`config.mk`:
```
export PLATFORM = sky130hd
export DESIGN_NAME = seg_dyn_scan_ctrl
export DESIGN_NICKNAME = d
export VERILOG_FILES = /design/src/rtl/seg_dyn_scan_ctrl.sv
export SDC_FILE = /design/constraint.sdc
export NUM_CORES = 1
export LEC_CHECK = 0
export ABC_AREA = 0
export CELL_PAD_IN_SITES_DETAIL_PLACEMENT = 0
export CELL_PAD_IN_SITES_GLOBAL_PLACEMENT = 1
export CORE_MARGIN = 2
export CORE_UTILIZATION = 40
export CTS_BUF_LIST = sky130_fd_sc_hd__clkbuf_4
export CTS_CLUSTER_DIAMETER = 80
export DETAILED_ROUTE_END_ITERATION = 12
export PLACE_DENSITY = 0.74
export SLEW_MARGIN = 20
export SYNTH_ARGS = -nofsm -noshare
export SYNTH_HDL_FRONTEND = slang
export SYNTH_SLANG_ARGS = --single-unit
```
`constraint.sdc`:
```
create_clock -name sys_clk -period 3.2 [get_ports sys_clk]
set_input_delay 0.48 -clock sys_clk [delete_from_list [all_inputs] [get_ports sys_clk]]
set_output_delay 0.48 -clock sys_clk [all_outputs]
set_load 0.03 [all_outputs]
```
`src/rtl/seg_dyn_scan_ctrl.sv`:
```
// seg_dyn_scan_ctrl
//   Drives a 6-digit multiplexed seven-segment display from a binary display
//   bus. A free-running shift-add-3 engine converts the 20-bit value to six
//   BCD digits and publishes them, together with point and sign, into shadow
//   registers in one atomic update every 22 cycles. The scan logic shows one
//   digit per slot and applies leading-zero blanking, decimal points and the
//   minus sign.
//
// Ports
//   sys_clk    system clock
//   sys_rst_n  asynchronous reset, active low
//   data       unsigned value to display (clamped to 999_999)
//   point      decimal-point enables, bit i = digit i (digit 0 rightmost)
//   sign       1 = show a minus sign left of the leftmost shown digit
//   seg_en     1 = display on, 0 = all blank
//   sel        one-hot digit select, active high
//   seg        segment drive, active low, seg[7]=dp, seg[6:0]=g..a
module seg_dyn_scan_ctrl #(
  parameter int CNT_SCAN_MAX = 49_999
) (
  input  logic        sys_clk,
  input  logic        sys_rst_n,
  input  logic [19:0] data,
  input  logic [5:0]  point,
  input  logic        sign,
  input  logic        seg_en,
  output logic [5:0]  sel,
  output logic [7:0]  seg
);

  localparam int CW = (CNT_SCAN_MAX > 0) ? $clog2(CNT_SCAN_MAX + 1) : 1;
  localparam logic [CW-1:0] CNT_MAX_C = CW'(CNT_SCAN_MAX);
  localparam logic [19:0]   DATA_MAX  = 20'd999_999;

  typedef enum logic [1:0] {ST_IDLE, ST_SHIFT, ST_LOAD} conv_st_t;

  // ---------------------------------------------------------------- scan
  logic [CW-1:0] cnt_q, cnt_d;
  logic [2:0]    idx_q, idx_d;

  always_comb begin
    cnt_d = cnt_q + CW'(1);
    idx_d = idx_q;
    if (cnt_q == CNT_MAX_C) begin
      cnt_d = '0;
      idx_d = (idx_q == 3'd5) ? 3'd0 : idx_q + 3'd1;
    end
  end

  always_ff @(posedge sys_clk or negedge sys_rst_n) begin
    if (!sys_rst_n) begin
      cnt_q <= '0;
      idx_q <= '0;
    end else begin
      cnt_q <= cnt_d;
      idx_q <= idx_d;
    end
  end

  // ----------------------------------------------------------- converter
  conv_st_t    state_q, state_d;
  logic [19:0] bin_q, bin_d;
  logic [23:0] bcd_q, bcd_d, bcd_adj;
  logic [5:0]  wpt_q, wpt_d;
  logic        wsgn_q, wsgn_d;
  logic [4:0]  shcnt_q, shcnt_d;
  logic [23:0] shd_bcd_q, shd_bcd_d;
  logic [5:0]  shd_pt_q, shd_pt_d;
  logic        shd_sgn_q, shd_sgn_d;

  always_comb begin
    for (int i = 0; i < 6; i++) begin
      bcd_adj[4*i +: 4] = (bcd_q[4*i +: 4] >= 4'd5) ? bcd_q[4*i +: 4] + 4'd3
                                                     : bcd_q[4*i +: 4];
    end
  end

  always_comb begin
    state_d   = state_q;
    bin_d     = bin_q;
    bcd_d     = bcd_q;
    wpt_d     = wpt_q;
    wsgn_d    = wsgn_q;
    shcnt_d   = shcnt_q;
    shd_bcd_d = shd_bcd_q;
    shd_pt_d  = shd_pt_q;
    shd_sgn_d = shd_sgn_q;
    case (state_q)
      ST_IDLE: begin
        bin_d   = (data > DATA_MAX) ? DATA_MAX : data;
        bcd_d   = '0;
        wpt_d   = point;
        wsgn_d  = sign;
        shcnt_d = '0;
        state_d = ST_SHIFT;
      end
      ST_SHIFT: begin
        {bcd_d, bin_d} = {bcd_adj, bin_q} << 1;
        shcnt_d        = shcnt_q + 5'd1;
        if (shcnt_q == 5'd19) state_d = ST_LOAD;
      end
      ST_LOAD: begin
        // value, point and sign land together so a slot never mixes frames
        shd_bcd_d = bcd_q;
        shd_pt_d  = wpt_q;
        shd_sgn_d = wsgn_q;
        state_d   = ST_IDLE;
      end
      default: state_d = ST_IDLE;
    endcase
  end

  always_ff @(posedge sys_clk or negedge sys_rst_n) begin
    if (!sys_rst_n) begin
      state_q   <= ST_IDLE;
      bin_q     <= '0;
      bcd_q     <= '0;
      wpt_q     <= '0;
      wsgn_q    <= 1'b0;
      shcnt_q   <= '0;
      shd_bcd_q <= '0;
      shd_pt_q  <= '0;
      shd_sgn_q <= 1'b0;
    end else begin
      state_q   <= state_d;
      bin_q     <= bin_d;
      bcd_q     <= bcd_d;
      wpt_q     <= wpt_d;
      wsgn_q    <= wsgn_d;
      shcnt_q   <= shcnt_d;
      shd_bcd_q <= shd_bcd_d;
      shd_pt_q  <= shd_pt_d;
      shd_sgn_q <= shd_sgn_d;
    end
  end

  // -------------------------------------------------- blanking / decode
  logic [2:0] msd, hpt, blank_b;
  logic [3:0] nib;
  logic [6:0] code;
  logic       dp_n;
  logic [5:0] sel_q, sel_d;
  logic [7:0] seg_q, seg_d;

  always_comb begin
    msd = '0;
    hpt = '0;
    nib = '0;
    for (int i = 0; i < 6; i++) begin
      if (shd_bcd_q[4*i +: 4] != 4'd0) msd = 3'(i);
      if (shd_pt_q[i])                 hpt = 3'(i);
      if (idx_q == 3'(i))              nib = shd_bcd_q[4*i +: 4];
    end
    // an all-zero frame leaves B at 0 so digit 0 still shows "0"
    blank_b = (msd > hpt) ? msd : hpt;
  end

  always_comb begin
    case (nib)
      4'd0:    code = 7'h40;
      4'd1:    code = 7'h79;
      4'd2:    code = 7'h24;
      4'd3:    code = 7'h30;
      4'd4:    code = 7'h19;
      4'd5:    code = 7'h12;
      4'd6:    code = 7'h02;
      4'd7:    code = 7'h78;
      4'd8:    code = 7'h00;
      4'd9:    code = 7'h10;
      default: code = 7'h7F;
    endcase
  end

  always_comb begin
    dp_n  = ~shd_pt_q[idx_q];
    sel_d = '0;
    seg_d = 8'hFF;
    if (seg_en) begin
      sel_d = 6'(1) << idx_q;
      if (idx_q <= blank_b)
        seg_d = {dp_n, code};
      else if (shd_sgn_q && (idx_q == blank_b + 3'd1))
        seg_d = {dp_n, 7'h3F};   // minus: g only; never reached when B=5
      else
        seg_d = {dp_n, 7'h7F};   // blank digit may still carry its DP
    end
  end

  always_ff @(posedge sys_clk or negedge sys_rst_n) begin
    if (!sys_rst_n) begin
      sel_q <= '0;
      seg_q <= 8'hFF;
    end else begin
      sel_q <= sel_d;
      seg_q <= seg_d;
    end
  end

  assign sel = sel_q;
  assign seg = seg_q;

endmodule

```
Yosys cells after proc, flatten, opt, wreduce, memory -nomap -nowiden:

Memory sizes are Yosys's and may differ from the RTL's.
Index checks and enable logic that the tools add are counted.

* register bits after elaboration: 122
* latch bits: 0
* RAM bits: 0
* bits in read-only memories: 112
* output and inout port bits: 14
* memories kept: 1

Memories
* (no name shown): words 16, width 7, rd ports 1, clocked after Yosys merged registers in 0, write ports 0, line 159 `case (nib)`

* add/sub/neg operators: 10
* multiply operators: 0
* divide/modulo/power cells: 0
* magnitude comparators: 10
* eq/ne operators: 11
* shifts and indexed selects: 1
* multiplexer cells: 37
* bitwise logic cells: 1
* reduce and logical (&&, ||, !) cells: 9

Operators by type and width (count)
* $pmux 24 s2: 1
* $mux 4: 11
* $pmux 20 s2: 1
* $mux 3: 10
* $ge 4x3->1 const B: 6
* $add 4x2->4 const B: 5
* $gt 20x20->1 const B: 1
* $mux 20: 1
* $reduce_bool 4->1: 5
* $add 16x1->16 const B: 1
* $eq 16x16->1 const B: 1
* $mux 16: 1
* $mux 7: 2
* $pmux 5 s2: 1
* $mux 8: 1
* $add 3x1->3 const B: 2
* $eq 3x2->1 const B: 2
* $eq 3x3->1 const B: 2
* $mux 6: 1
* $shl 1x3->6 const A: 1
* $add 5x1->5 const B: 1
* $eq 5x5->1 const B: 1
* $lt 3x4->1 const B: 1
* $mux 2: 2
* other kinds (16): 18

Logic depth before layout (Yosys ltp):

* word-level depth: 14
* mapped depth: 18
* depth with buffers taken out: 18

Least setup slack after synthesis:

OpenSTA, ideal clock, no wires.

* kind: flip-flop to flip-flop
* from: reg shd_bcd_q[16]
* to: reg seg_q[0], in the netlist seg[0]
* arrival: 2.974 ns
* path slack: 0.135 ns
* cell stages (with the launch flop): 17
* period minus slack after synthesis: 3.065 ns
* path through: dfrtp_1 > nor4_1 > nand2_1 > a21oi_1 > ha_1 > a21o_1 > a21oi_1 > a31oi_1 > nor2_1 > a21oi_1 > ha_1 > nor2b_1 > o21ai_0 > a32oi_1 > nor2b_1 > o21a_2 > o21ai_0

* word-level cells in the longest chain between the ends: 8
* elaborated cells on any way between the ends: 11
* those cells by class: 2 x order compare; 7 x mux; 1 x reduce/logical; 1 x memory

RTL lines
* start: declaration: line 67 `logic [23:0] shd_bcd_q, shd_bcd_d;`
* start signal: assignment: line 121 `shd_bcd_q <= '0;`
* start signal: assignment: line 131 `shd_bcd_q <= shd_bcd_d;`
* $reduce_bool 4->1: line 150 `if (shd_bcd_q[4*i +: 4] != 4'd0) msd = 3'(i);`
* $mux 3 (2 in series): line 150
* $gt 3x3->1: line 155 `blank_b = (msd > hpt) ? msd : hpt;`
* $mux 3: line 155
* $le 3x3->1: line 180 `if (idx_q <= blank_b)`
* $mux 7 (*): line 180
* $mux 8 (*): line 178 `if (seg_en) begin`
* via seg_d[0]: line 143 `logic [7:0] seg_q, seg_d;`
* end signal: assignment: line 195 `seg_q <= seg_d;`
* end: declaration: line 143

Mark *: on every way through the listed nets, which the timed path passes. The rest lies on a longest branch.
A chain may end at the register's enable or synchronous reset.

Worst setup path after layout:

* from: reg shd_bcd_q[13]
* to: reg seg_q[6], in the netlist seg[6]

* word-level cells in the longest chain between the ends: 12
* elaborated cells on any way between the ends: 17
* those cells by class: 1 x add/sub; 2 x order compare; 1 x eq/ne; 10 x mux; 2 x reduce/logical; 1 x memory

RTL lines
* $reduce_bool 4->1: line 150
* $mux 3 (3 in series): line 150
* $gt 3x3->1: line 155
* $mux 3: line 155
* $add 3x1->3: line 182 `else if (shd_sgn_q && (idx_q == blank_b + 3'd1))`
* $eq 3x3->1: line 182
* $logic_and 1x1->1: line 182
* $mux 7: line 182
* $mux 7 (*): line 180
* $mux 8 (*): line 178
* via seg_d[6]: line 143

Marks and branches as above.

==> impl_results.md <==
- Reg power frac: 43.1%
- Met2 Use GR: 27.5%
- Global-route wire length before repair: 22.2 mm
- Worst Path Buf+Inv: 2
- Initial Util: 40.8%
- Synth cell types: 55
- DRC viols: 0
- Worst setup path start: shd_bcd_q[13]
- Pint: 2.92 mW
- Switching pwr: 1.30 mW
- Worst-Skew Late Latency: 0.52 ns
- DRT iter0 DRCs: 196
- Crit start category: flop
- Filler cells: 1421
- Post-layout nets: 750
- Synthesized flop and latch total: 122
- Synth warn: 0
- Placer Congestion: 0.842
- Die W: 129 um
- I/O Buffers: 43
- Relative slew margins: 53.2%
- Deepest clock path buffer count: 2
- Crit. End Element: flop
- RSZ-0062 raised after global routing: yes
- TritonCTS clock tree: done
- Worst-path maximum fanout: 5
- Vias: 4640
- Share of layout cells above drive strength 1: 20.3%
- Root Buffer: clkbuf_4
- P_leak: 3.30 nW
- Cell taking the most area after synthesis: dfrtp_1
- VDD IR max: 0.256 mV
- GR Util met1: 21.8%
- Crit path largest cell delay: 0.42 ns
- Clk pin slew, worst setup/hold paths: 0.10 ns
- Detailed Route WL: 12.8 mm
- Commonest non-fill, non-tap cells in the layout: dfrtp_1 (113), nand2_1 (78), o21ai_0 (66), clkdlybuf4s50_1 (42), buf_4 (42)
- Critical-path top delay cell: dfrtp_1
- ANT nets after route: 0
- Max Freq: 0.313 GHz
- Avg WL per Cell: 14.3 um
- Sw Ratio: 30.8%
- Cell Area, Synth: 6210 um^2
- Tot GR Track Use: 16.7%
- IO Pins: 44
- Commonest non-fill, non-tap cell in the layout: dfrtp_1
- Least-Margin Pin Slew: 0.703 ns
- Synth top area share: 45.9%
- Worst path cell trace: nor4_4, buf_4, nand2_2, a21boi_2, ha_2, inv_1, a21o_1, a21oi_4, a31oi_4, nor2_2, a21oi_2, ha_1, nor2b_4, o21ai_2, a32oi_2, nor2b_2, o32ai_1
- Row count: 45
- Die ar.: 16500 um^2
- Period minus WS final: 3.19 ns
- MaxCap Viol Count: 0
- GR Overflow Total: 0
- Worst hold path type: flop to flop
- Post-synth EDFFs: 0
- Status: finished clean
- Post-synth top flop: dfrtp_1
- Required time worst endpoint: 3.62 ns
- Post-synthesis sequential area ratio: 49.3%
- # diodes: 0
- Top cells by area, synth: dfrtp_1 (46%), o21ai_0 (5.6%), ha_1 (5.4%), mux2_2 (4.9%), nand2_1 (4.8%)
- Clk sinks: 122
- Syn_nets: 675
- Period utilization: 99.8%
- Initial antenna violation count: 0
- Final setup viols: 0
- Worst clock skew: 0.0230 ns
- Cell area after layout: 7480 um^2
- Worst setup path class: flop to flop
- Finished Core Util: 49.2%
- Via density: 5.19
- H-Tree Level Count: 4
- DRT Pass-1 Iters: 4
- Finished Layout Cells: 894
- Synthesized area per cell: 10.0 um^2
- Largest net degree at the start of global routing: 56
- Top Family by Delay on Critical Path: compound AO/OA/AOI/OAI gates
- Placed cell areas: 7030 um^2
- Layout area overhead: 20.5%
- Mapped Cells: 618
- Final Max Slew Viols: 0
- Async SR Flop Fraction: 100%
- Final Hold Viols: 0
- Cts bufs inserted: 17
- Core Region: 15200 um^2
- Number of global-route vias before repair: 4662
- Worst R2R Start: shd_bcd_q[13]
- HP Start: bin_q[0]
- GRT Max-Usage Layer: met2
- Die Y: 129 um
- M3 GR Usage: 3.37%
- Clock Power Share: 24.7%
- Inst Count DP: 857
- Dpl hpwl: 9.07 mm
- Logic gate share of total power: 32.2%
- PwrDens: 565 nW/um^2
- Worst Path Arrival: 3.61 ns
## flip-flops by register name, summed over array words and instances, names as in the netlist
signal     flops
shd_sgn_q      1
state_q        2
idx_q          3
wsgn_q         1
shd_pt_q       6
shcnt_q        5
wpt_q          6
shd_bcd_q     24
bin_q         20
sel            6
bcd_q         24
seg            8
cnt_q         16
## routing by layer
| layer | share of wire (%) | routed length (um) |
|---|---|---|
| met1 | 48 | 6100 |
| met2 | 47 | 6090 |
| met3 | 2.8 | 355 |
| met4 | 2.2 | 277 |
| met5 | 0 | 0 |
## worst reg2reg max path, stage by stage, from the launching register on
cell and delay (ns):
dfrtp_1 0.42, nor4_4 0.31, buf_4 0.18, nand2_2 0.05, a21boi_2 0.19, ha_2 0.18
inv_1 0.03, a21o_1 0.19, a21oi_4 0.18, a31oi_4 0.07, nor2_2 0.15, a21oi_2 0.05
ha_1 0.30, nor2b_4 0.14, o21ai_2 0.06, a32oi_2 0.18, nor2b_2 0.08, o32ai_1 0.32
## cells by family (layout without fill, tap and decap cells)
| group | count (synthesis) | count (layout) | synth area share (%) |
|---|---|---|---|
| compound gates | 151 | 151 | 14.9 |
| xor+xnor | 27 | 27 | 3.81 |
| fa+ha+maj | 27 | 27 | 5.44 |
| buf+inv | 55 | 143 | 3.81 |
| flops | 122 | 122 | 49.3 |
| mux | 42 | 42 | 7.68 |
| simple gates | 194 | 194 | 15.0 |
## per-stage QoR
stage | power [mW] | setup TNS [ns] | hold slack [ns] | setup WS [ns]
2_1_floorplan | 2.46 | 0 | 0.184 | 0.135
3_3_place_gp | 2.93 | -0.971 | 0.448 | -0.182
6_report | 4.22 | 0 | 0.480 | 0.00652
4_1_cts | 4.12 | 0 | 0.487 | 0.00782
3_5_place_dp | 2.96 | -2.29 | 0.462 | -0.392
5_1_grt | 4.49 | -0.841 | 0.511 | -0.158
## layout make-up
cell class | count | area, um^2 | share of cell area, %
Tap cell | 188 | 235 | 3.14
Clock buffer | 21 | 158 | 2.11
Clock inverter | 11 | 106 | 1.42
Multi-Input combinational cell | 441 | 3060 | 40.9
Timing Repair Buffer | 86 | 766 | 10.2
Inverter | 25 | 93.8 | 1.25
Sequential cell | 122 | 3060 | 41.0
## power by group through the flow
stage                     clock (mW)  sequential [mW]  combinational (mW)
after global routing            1.15             1.84                1.50
after CTS                       1.08             1.81                1.23
after floorplan                    0             1.91               0.553
final                           1.04             1.82                1.36
after detailed placement           0             1.83                1.13
after global placement             0             1.82                1.10
## Yosys cell counts (8+ instances only)
| cell type | n |
|---|---|
| a22o_1 | 11 |
| nand3_1 | 14 |
| inv_1 | 23 |
| mux2_2 | 27 |
| o21ai_0 | 70 |
| dfrtp_1 | 114 |
| xor2_1 | 13 |
| a21oi_1 | 28 |
| o31ai_1 | 13 |
| nand2_1 | 80 |
| mux2i_1 | 12 |
| nand2b_1 | 18 |
| ha_1 | 27 |
| xnor2_1 | 14 |
| clkbuf_1 | 20 |
| dfstp_2 | 8 |
| nor3b_1 | 8 |
| nor2_1 | 35 |
| nor2b_1 | 9 |
## path summary, 6_finish.rpt
kind | depth (start not counted) | slack, ns | end
max | 17 | 0.007 | seg[6]
min | 2 | 0.48 | bin_q[0]
max reg2reg | 17 | 0.007 | seg[6]
min reg2reg | 2 | 0.48 | bin_q[0]
max in group asynchronous | 3 | 1.79 | state_q[1]
min in group asynchronous | 2 | 0.54 | cnt_q[13]
## repair_timing
item,CTS,global route
hold buffers,1,0
gates resized for setup,13,21
endpoints found under the setup margin,7,7
buffers inserted,3,1
hold endpoints to repair,21,0
pin swaps,5,2
No activity file was read; power rests on OpenSTA's default activity.
==> RTL change 1 (same flow settings) <==
The 3 values of `conv_st_t` get a one-hot encoding in 3 bits.
--- a/src/rtl/seg_dyn_scan_ctrl.sv
+++ b/src/rtl/seg_dyn_scan_ctrl.sv
@@ -32,7 +32,7 @@
   localparam logic [CW-1:0] CNT_MAX_C = CW'(CNT_SCAN_MAX);
   localparam logic [19:0]   DATA_MAX  = 20'd999_999;
 
-  typedef enum logic [1:0] {ST_IDLE, ST_SHIFT, ST_LOAD} conv_st_t;
+  typedef enum logic [2:0] {ST_IDLE = 3'b001, ST_SHIFT = 3'b010, ST_LOAD = 3'b100} conv_st_t;
 
   // ---------------------------------------------------------------- scan
   logic [CW-1:0] cnt_q, cnt_d;
Function: no difference found for any inputs over 10 cycles, from zero or initial values and one cycle with sys_rst_n low; not proved beyond that.
==> RTL change 1 against the original RTL <==
  * Total power fell by 4.6%
  * Wire length is 1.1% higher
  * Die area is 1.3% lower
  * Maximum frequency increased by 0.18%
  * Area after synthesis down 1.3%
  * Setup slack improved by 5.9 ps
  * Final area fell by 1.8%
  * Via count fell by 1.9%
  * Sequential cell count grew 1
  * First-iteration DRC count increased by 8.7%
  * Non-clock buffer count shrank 2
  * Final cell count fell by 5.4%
  * Critical path depth decreased by 3
==> RTL change 1: results (changes against the original RTL) <==
Power:
- The portion of total power attributed to combinational logic was 0.295 (-0.027).
- The worst IR drop on VDD is 192 uV (-25%).
- The overall power consumption is 4.03 mW (-4.6%).
- The cell-internal power was 2.82 mW (-3.4%).

Critical path:
- The maximum fanout along the worst path is 4 (-1).
- The signal arrival time at the worst endpoint is 3650 ps (+40 ps).
- The length in cells of the worst reg-to-reg path was 14 (-3).

Routing:
- The total iterations of the first detailed-routing run came to 5 (+1).
- The total via count in the routed design is 4,554 (-1.9%).
- The routed length on met2 is 6430 um (+5.7%).
- The met1 wire length was 6010 um (-1.4%).
- The total wirelength of the detailed-routed design is 13,000 um (+1.1%).

Yosys:
- Sorting the synthesized cells by how often they occur yields sky130_fd_sc_hd__dfrtp_1, sky130_fd_sc_hd__nand2_1, sky130_fd_sc_hd__o21ai_0.
- Sorting the synthesized cells by area gives the leading types as sky130_fd_sc_hd__dfrtp_1, sky130_fd_sc_hd__ha_1, sky130_fd_sc_hd__mux2_2.

STA:
- The clock tree skew after final layout came to 19.7 ps (-3.25 ps).

Final layout:
- The portion of the layout cell area used by non-clock buffers came to 0.101 (-0.00185).
- The total of fill cells in the finished design was 1,411 (-0.70%).
- The share of final-layout standard cells stronger than drive strength 1 is 0.208 (+0.00566).
- The non-filler instance count after layout is 846 (-5.4%).

GRT:
- The global-route usage over all layers is 0.167 (-0.000206).

Place:
- The cell area reported after detailed placement was 6940 sq um (-1.2%).
- The post-placement cell count is 808 (-5.7%).
- The final HPWL from detailed placement is 9020 um (-0.56%).

Clocking:
- The post-cts repair resize count is 7 (-6).

Outcome:
- The run finished with clean final reports.
## RTL change 1: cell count changes in the layout (fill, tap and decap cells not counted), moves of 6 or more
| cell | delta |
|---|---|
| sky130_fd_sc_hd__a21oi_1 | -11 |
| sky130_fd_sc_hd__nor2_1 | -13 |
| sky130_fd_sc_hd__nand2b_1 | -8 |
| sky130_fd_sc_hd__o31ai_1 | -7 |
| sky130_fd_sc_hd__nor3b_1 | -8 |
| sky130_fd_sc_hd__o211ai_1 | +7 |
| sky130_fd_sc_hd__o22ai_1 | +6 |
| sky130_fd_sc_hd__o21ai_0 | -30 |
| sky130_fd_sc_hd__a22oi_1 | +11 |
| sky130_fd_sc_hd__a32o_1 | +7 |
| sky130_fd_sc_hd__nand2_1 | -8 |
## RTL change 1: layer usage
| layer | vias up | global-route usage |
|---|---|---|
| met3 | 8 | 0.0455 |
| met4 | 0 | 0.0530 |
| met2 | 87 | 0.273 |
| met5 | - | 0 |
| met1 | 2266 | 0.216 |
| li1 | 2193 | - |
==> RTL change 2 (config.mk and constraints unchanged) <==
Without the edit above. Change the parameter `CNT_SCAN_MAX` from 49_999 to 24_999.
--- a/src/rtl/seg_dyn_scan_ctrl.sv
+++ b/src/rtl/seg_dyn_scan_ctrl.sv
@@ -16,7 +16,7 @@
 //   sel        one-hot digit select, active high
 //   seg        segment drive, active low, seg[7]=dp, seg[6:0]=g..a
 module seg_dyn_scan_ctrl #(
-  parameter int CNT_SCAN_MAX = 49_999
+  parameter int CNT_SCAN_MAX = 24_999
 ) (
   input  logic        sys_clk,
   input  logic        sys_rst_n,
Formal check against the unedited RTL: no difference found for any inputs over 10 cycles, from zero or initial values and one cycle with sys_rst_n low; that may be too few to reach the edited logic, so the function may still have changed.
==> RTL change 2 against the original RTL <==
  * Area after synthesis is 1.0% lower
  * Total power is 3.9% higher
  * Sequential cell count is 1 lower
  * Final area is 0.32% higher
  * Setup slack better by 50 ps
  * Utilization is 0.52 points higher
  * Wire length is 0.13% higher
  * Critical endpoint is now seg[4]
==> RTL change 2: results (changes against the original RTL) <==
GRT:
- The via count of the first global-routing pass came to 4,536 (-2.7%).
- The pin count of the biggest net entering global routing is 57 (+1.8%).
- The met1 usage is 0.219 (+0.00120).
- The met3 routing resource usage after global routing is 0.0363 (+0.00263).
- The wire length of the first global-routing pass is 21,900 um (-1.7%).
- The met2 global-route usage is 0.272 (-0.00293).
- The global-route usage over all layers was 0.169 (+0.00181).

Routing:
- The number of vias per cell after detailed routing was 5.15 (-0.68%).
- The met3 routed wirelength was 350 um (-1.4%).
- The iteration-0 DRC count of the detailed router is 240 (+22%).
- The total iterations of the first detailed-routing run came to 5 (+1).
- The routed length on met2 came to 6230 um (+2.4%).
- The routed length per instance is 14.3 um (-0.31%).
- The met1 wire length is 5980 um (-1.9%).

Outcome:
- The flow ran to the end, and the final reports show no timing, DRC or antenna violations.

Critical path:
- The beginning of the worst register-to-register path is shd_bcd_q[20].
- The endpoint identified for the worst register-to-register timing path is seg[4].
- The slack of the worst reg-to-reg path came to 60 ps (+50 ps).
- The signal arrival time at the worst endpoint came to 3590 ps (-20 ps).

Final layout:
- The fraction of standard cell area in multi-input logic is 0.401 (-0.00813).
- The share of final-layout standard cells stronger than drive strength 1 is 0.203 (+0.000267).
- The non-filler instance count after layout was 898 (+0.45%).
- The share of the final layout cell area in sequential cells is 0.405 (-0.00463).
- The post-layout net count came to 754 (+0.53%).
- The total of fill cells in the finished design is 1,404 (-1.2%).
- The inverter count was 24 (-4.0%).
- The non-clock buffer instance count of the final layout is 93 (+8.1%).
- The clock buffer and inverter area fraction after layout is 0.0437 (+0.00839).
- The portion of the layout cell area used by non-clock buffers is 0.107 (+0.00501).

Yosys:
- The register area share after synthesis is 0.494 (+0.00105).
- After synthesis, the cell types taking the most area are sky130_fd_sc_hd__dfrtp_1, sky130_fd_sc_hd__ha_1, sky130_fd_sc_hd__nand2_1.
- The distinct cell type count after synthesis came to 54 (-1.8%).
- The post-synthesis net count is 672 (-0.44%).
- By count the netlist is led by sky130_fd_sc_hd__dfrtp_1, sky130_fd_sc_hd__nand2_1, sky130_fd_sc_hd__o21ai_0.

Power:
- The reported leakage power is 3.30 nW (about the same).

STA:
- The clock tree skew after final layout is 13.4 ps (-9.59 ps).
- The worst relative slew slack is 0.509 (-0.0223).

Clocking:
- The clock network latency to the later pin of the worst-skew pair is 540 ps (+20 ps).
- The clock input transition at the sequential cells of the worst setup and hold paths was 120 ps (+20 ps).
-- RTL change 2: through the flow --
step | power (mW) | setup WS, ps | utilization
floorplan | 2.51 | 29.9 | -
global placement | 2.98 | -99.9 | 0.464
detailed placement | 3.01 | -197 | 0.464
CTS | 4.34 | 20.8 | 0.492
global route | 4.64 | -105 | 0.497
finish | 4.39 | 56.2 | 0.497
-- RTL change 2: power by group --
part           internal [mW]  switching (mW)
combinational          0.716           0.639
clock                  0.621           0.607
sequential              1.71          0.0985
total                   3.05            1.34
-- RTL change 2: worst max-delay path by stage --
stage / endpoint / slack, ps / cells after the start
2_1_floorplan: seg[4] / 30 / 17
3_3_place_gp: seg[4] / -100 / 18
3_5_place_dp: seg[4] / -200 / 18
4_1_cts: seg[4] / 20 / 15
5_1_grt: seg[4] / -110 / 18
6_report: seg[4] / 60 / 17
-- RTL change 2: worst max-delay path: cells and delay by family, from the launching register on --
kind | cells | cell delay (ps)
fa+ha+maj | 2 | 440
compound gates | 7 | 1030
flops | 1 | 420
buf+inv | 1 | 60
simple gates | 7 | 1100
-- RTL change 2: what timing repair did --
item / CTS / global route
hold buffers: 1 / 0
setup endpoints to repair: 7 / 7
buffers inserted: 2 / 6
endpoints found under the hold margin: 25 / 0
resized for setup: 14 / 7
pin swaps: 6 / 11
-- RTL change 2: kinds of logic (layout without fill, tap and decap cells) --
kind of cell	count (synthesis)	after routing	share of synthesized area
AOI/OAI and AO/OA	150	150	0.150
adders and majority gates	27	27	0.0550
and+or+nand+nor	194	194	0.150
xor gates and xnor gates	28	28	0.0399
buffers and inverters	54	149	0.0354
DFF	121	121	0.494
muxes	41	41	0.0751
